$ cat src/rtl/huffman_decoder.sv
// Huffman decoder: bit-serial codeword matching against a host-loaded code
// table. One stream bit per SHIFT/MATCH pair, one symbol per completed
// codeword, and a sticky error when no entry matches within maxCodeLength bits.
module huffman_decoder #(
  parameter int bitInByte     = 7,
  parameter int maxCodeLength = 16,
  parameter int tableDepth    = 16,
  parameter int lengthWidth   = $clog2(maxCodeLength + 1),
  parameter int indexWidth    = $clog2(tableDepth)
) (
  input  logic                     clock,
  input  logic                     resetN,
  input  logic                     tableClear,
  input  logic                     tableWrite,
  input  logic [indexWidth-1:0]    tableIndex,
  input  logic [bitInByte:0]       tableSymbol,
  input  logic [maxCodeLength-1:0] tableCode,
  input  logic [lengthWidth-1:0]   tableLength,
  input  logic                     bitIn,
  input  logic                     bitValid,
  output logic                     bitReady,
  output logic [bitInByte:0]       outputData,
  output logic                     dataReady,
  input  logic                     dataAccept,
  output logic                     codeError
);

  typedef enum logic [1:0] {SHIFT, MATCH, OUTPUT, ERROR} state_t;

  state_t                   state;
  logic [maxCodeLength-1:0] acc;
  logic [lengthWidth-1:0]   len;

  logic [bitInByte:0]       tab_symbol [tableDepth];
  logic [maxCodeLength-1:0] tab_code   [tableDepth];
  logic [lengthWidth-1:0]   tab_length [tableDepth];

  logic                     table_we;
  logic                     bit_take;
  logic [maxCodeLength-1:0] len_mask;
  logic                     hit;
  logic [bitInByte:0]       hit_symbol;

  // Handshake and write qualification; writes only land between codewords.
  assign bitReady = (state == SHIFT) && !tableClear && !tableWrite;
  assign bit_take = bitValid && bitReady;
  assign table_we = tableWrite && !tableClear && (state == SHIFT) && (len == '0);

  // Mask selecting the low len bits of the accumulator.
  always_comb begin
    // NOTE: every always_comb output gets a default first so no path can infer a latch.
    len_mask = '0;
    for (int i = 0; i < maxCodeLength; i++) len_mask[i] = (i < int'(len));
  end

  // Table lookup; scanning downward lets the lowest matching index win.
  always_comb begin
    hit        = 1'b0;
    hit_symbol = '0;
    for (int e = tableDepth - 1; e >= 0; e--) begin
      if ((tab_length[e] == len) && (tab_length[e] != '0) &&
          (((tab_code[e] ^ acc) & len_mask) == '0)) begin
        hit        = 1'b1;
        hit_symbol = tab_symbol[e];
      end
    end
  end

  // Entry lengths carry validity, so only they are cleared by reset/tableClear.
  always_ff @(posedge clock or negedge resetN) begin
    if (!resetN) begin
      for (int e = 0; e < tableDepth; e++) tab_length[e] <= '0;
    end else if (tableClear) begin
      for (int e = 0; e < tableDepth; e++) tab_length[e] <= '0;
    end else if (table_we) begin
      tab_length[tableIndex] <= (int'(tableLength) > maxCodeLength) ? '0 : tableLength;
    end
  end

  // Symbol and code payload storage.
  // NOTE: payload RAM is not reset; a zero length already marks the entry invalid.
  always_ff @(posedge clock) begin
    if (table_we) begin
      tab_symbol[tableIndex] <= tableSymbol;
      tab_code[tableIndex]   <= tableCode;
    end
  end

  // Decode FSM with registered symbol, ready and error outputs.
  always_ff @(posedge clock or negedge resetN) begin
    // NOTE: sequential state uses non-blocking assignments so all registers update together.
    if (!resetN) begin
      state      <= SHIFT;
      acc        <= '0;
      len        <= '0;
      outputData <= '0;
      dataReady  <= 1'b0;
      codeError  <= 1'b0;
    end else if (tableClear) begin
      state     <= SHIFT;
      acc       <= '0;
      len       <= '0;
      dataReady <= 1'b0;
      codeError <= 1'b0;
    end else begin
      case (state)
        SHIFT: begin
          if (bit_take) begin
            acc   <= {acc[maxCodeLength-2:0], bitIn};
            len   <= len + lengthWidth'(1);
            state <= MATCH;
          end
        end
        MATCH: begin
          if (hit) begin
            outputData <= hit_symbol;
            dataReady  <= 1'b1;
            state      <= OUTPUT;
          end else if (len == lengthWidth'(maxCodeLength)) begin
            codeError <= 1'b1;
            state     <= ERROR;
          end else begin
            state <= SHIFT;
          end
        end
        OUTPUT: begin
          if (dataAccept) begin
            dataReady <= 1'b0;
            acc       <= '0;
            len       <= '0;
            state     <= SHIFT;
          end
        end
        ERROR:   state <= ERROR;
        default: state <= SHIFT;
      endcase
    end
  end

endmodule

$ cat config.mk
export PLATFORM = sky130hd
export DESIGN_NAME = huffman_decoder
export DESIGN_NICKNAME = d
export VERILOG_FILES = /design/src/rtl/huffman_decoder.sv
export SDC_FILE = /design/constraint.sdc
export NUM_CORES = 1
export LEC_CHECK = 0
export CORE_ASPECT_RATIO = 1.5
export CORE_UTILIZATION = 55
export CTS_BUF_LIST = sky130_fd_sc_hd__clkbuf_8
export DETAILED_ROUTE_END_ITERATION = 16
export PLACE_DENSITY = 0.73
export REMOVE_ABC_BUFFERS = 1
export SLEW_MARGIN = 10
export SYNTH_ARGS = -nofsm -noshare
export SYNTH_HDL_FRONTEND = slang
export SYNTH_SLANG_ARGS = --single-unit
$ cat constraint.sdc
create_clock -name clock -period 12.4 [get_ports clock]
set_input_delay 2.48 -clock clock [delete_from_list [all_inputs] [get_ports clock]]
set_output_delay 2.48 -clock clock [all_outputs]
set_load 0.05 [all_outputs]
==> flow_summary.toml <==
[status]
outcome = "finished, final reports clean"

[layout]
instances_no_fill = 2493
nFillCells = 3173
area_delta_synth_final_pct = 10.2
final_area_um2 = 25500
final_core_utilization = 0.617
layout-drive-gt1-share = 0.0905
layout.nets = 1920

[worst_setup_path]
critPathRequiredTime_ns = 9.92
crit_top_cell = "clkdlybuf4s50_1"
crit_path_max_fanout = 11
cp_slowest_cell = "clkdlybuf4s50_1"
slowest_delay_ns = 0.84
cp.arrival_ns = 4.34
crit_path_end_kind = "output pin"
path_class = "input port to output pin"
crit_chain = "clkdlybuf4s50_1 -> nor4_1 -> clkdlybuf4s50_1"
cp-start-kind = "input port"

[clocking]
htreeDepth = 3
cts_tree = "built"
cts_setup_buffers = 0
cts_buffer_depth = 3
cts.sinks = 497
numCtsBuffers = 73
clk_latency_ns = 0.64
root_buffer = "clkbuf_8"
hold_buffers = 0
clk_pin_slew_ns = 0.06
ctsResizeCount = 0

[synth]
synth_area_leaders = "edfxtp_1, dfrtp_1, xor2_1"
synthXorXnorAreaFrac = 0.122
ys_ff_latch = 497
synthAdderAreaFrac = 0.00108
synth_compound_area_frac = 0.117
synth_top_family_by_area = "XOR/XNOR gates"
yosys-mux-area-fraction = 0.00719
syn_area_per_cell_um2 = 12.6
yosysTopAreaCell = "edfxtp_1"
ys_warn_count = 0
synth.most_common_cell = "edfxtp_1"
synth_area_um2 = 23100
ys.flop_type = "edfxtp_1"
async_flop_share = 0.227
synth_cells = 1834
synth_common_cells = "edfxtp_1, xor2_1, o21ai_0"
synth_top_area_share = 0.498
synth.distinct_cells = 88
yosys.area_share.simple = 0.105
synth_seq_area_share = 0.621
synth_edf_count = 384

[global_routing]
grt_pass1_wl_um = 103000
grt_use_total = 0.335
grt_max_degree = 85
overflow = 0
antenna_found_initial = 1
grt_pass1_vias = 16100

[placed_design]
place_area_um2 = 24200
hpwl_um = 45600
dp.cells = 2361
dp_slack_ns = 5.58
port-buffer-count = 50
globalplace.congestion = 0.937

[floorplanning]
die_h_um = 253
ios = 51
design.die.area_um2 = 42900
rows = 91
coreArea_um2 = 41300
initial_utilization = 0.560
fp.dieW_um = 169

[timing]
worst_slew_pin_slew_ns = 1.29
fin_crit_sh = 0.550
final.setup.tns_ns = 0
hold_violations = 0
setup_slack_ns = 5.58
rsz0062_at_grt = "no"
setup_viol = 0
max_freq_ghz = 0.147
relSlewSlack = 0.141
report.final.slew_viol_count = 0
finClkSkew_ns = 0.0298
min_period_ns = 6.82

[route]
drt_iter0_drc = 1847
post_drt_wl_per_cell_um = 28.2
routed_wl_um = 70200
drt-pass1-iter-count = 11
ant_nets = 0
viasPerCell = 6.57
num_vias = 16400
drc = 0

[power]
p_leak_nw = 9.68
ir_worst_vdd_v = 0.0000763
p_per_area_nw_per_um2 = 128

[worst_hold_path]
worst_hold_path_type = "flop to flop"

[flow_run]
maxCapViolations = 0
## critical path, delay by kind of cell
family,cells,cell delay [ns]
AND/OR/NAND/NOR,1,0.35
buffers and inverters,2,1.50
## registers in the layout, indices dropped and copies added, names as in the netlist
signal	flops
acc	16
len	5
tab_length	80
state	2
codeError	1
tab_symbol	128
outputData	8
tab_code	256
dataReady	1
## layer usage
layer,global-route usage,up-vias,routed length (µm)
li1,-,6981,-
met3,0.0671,284,6050
met1,0.378,8063,24000
met5,0,-,0
met2,0.563,1053,34700
met4,0.244,0,5350
## layout by cell type, fill, tap and decap left out, types with 12 or more instances in the layout
master           count
a22o_1              20
edfxtp_1           384
nor4_1              38
xnor2_1            103
o211ai_1            15
nor2_1              55
inv_1               64
clkbuf_8            82
nand2_1            108
o221ai_1            12
o21ai_0            129
a22oi_1             22
or3_1               12
o22ai_1             23
dfrtp_1            108
a21oi_1             31
clkdlybuf4s50_1     49
buf_4               41
o2111ai_1           13
xor2_1             218
nand3_1            113
nand4_1             15
nor3_1              23
## area by class of cell
class | instances | area (µm²) | area share
Sequential cell | 497 | 14400 | 0.563
Multi-Input combinational cell | 1187 | 8200 | 0.321
Clock buffer | 82 | 1130 | 0.0443
Timing Repair Buffer | 90 | 798 | 0.0313
Tap cell | 558 | 698 | 0.0274
Clock inverter | 48 | 195 | 0.00766
Inverter | 29 | 109 | 0.00427
Antenna cell | 2 | 5.00 | 0.000196
## through the flow
stage	hold WS, ns	power (W)
global route	0.524	0.00335
detailed placement	0.494	0.00208
global placement	0.484	0.00208
finish	0.506	0.00327
CTS	0.509	0.00327
floorplan	0.483	0.00196
## worst paths after layout
check	startpoint	to	slack [ns]	depth (start not counted)
setup / recovery	tableClear	bitReady	5.58	3
hold / removal	outputData[2]$_DFFE_PN0P_	outputData[2]$_DFFE_PN0P_	0.51	1
setup reg to reg	len[4]$_DFFE_PN0P_	outputData[0]$_DFFE_PN0P_	6.87	11
hold reg to reg	outputData[2]$_DFFE_PN0P_	outputData[2]$_DFFE_PN0P_	0.51	1
max in group asynchronous	resetN	tab_length[14]$_DFFE_PN0P_	9.15	2
min in group asynchronous	resetN	outputData[1]$_DFFE_PN0P_	1.91	1
## where the power goes
group | internal, W | switching (W)
Combinational | 0.0000642 | 0.000159
Sequential | 0.00182 | 0.00000839
Clock | 0.000604 | 0.000620
## kinds of logic (layout without fill, tap and decap cells)
family | Yosys count | count (layout)
xor+xnor | 321 | 321
flops | 497 | 497
other cells | 0 | 2
buf+inv | 150 | 249
fa+ha+maj | 2 | 2
compound gates | 390 | 390
simple gates | 458 | 458
mux | 16 | 16
Power figures use the tool's default switching activity.
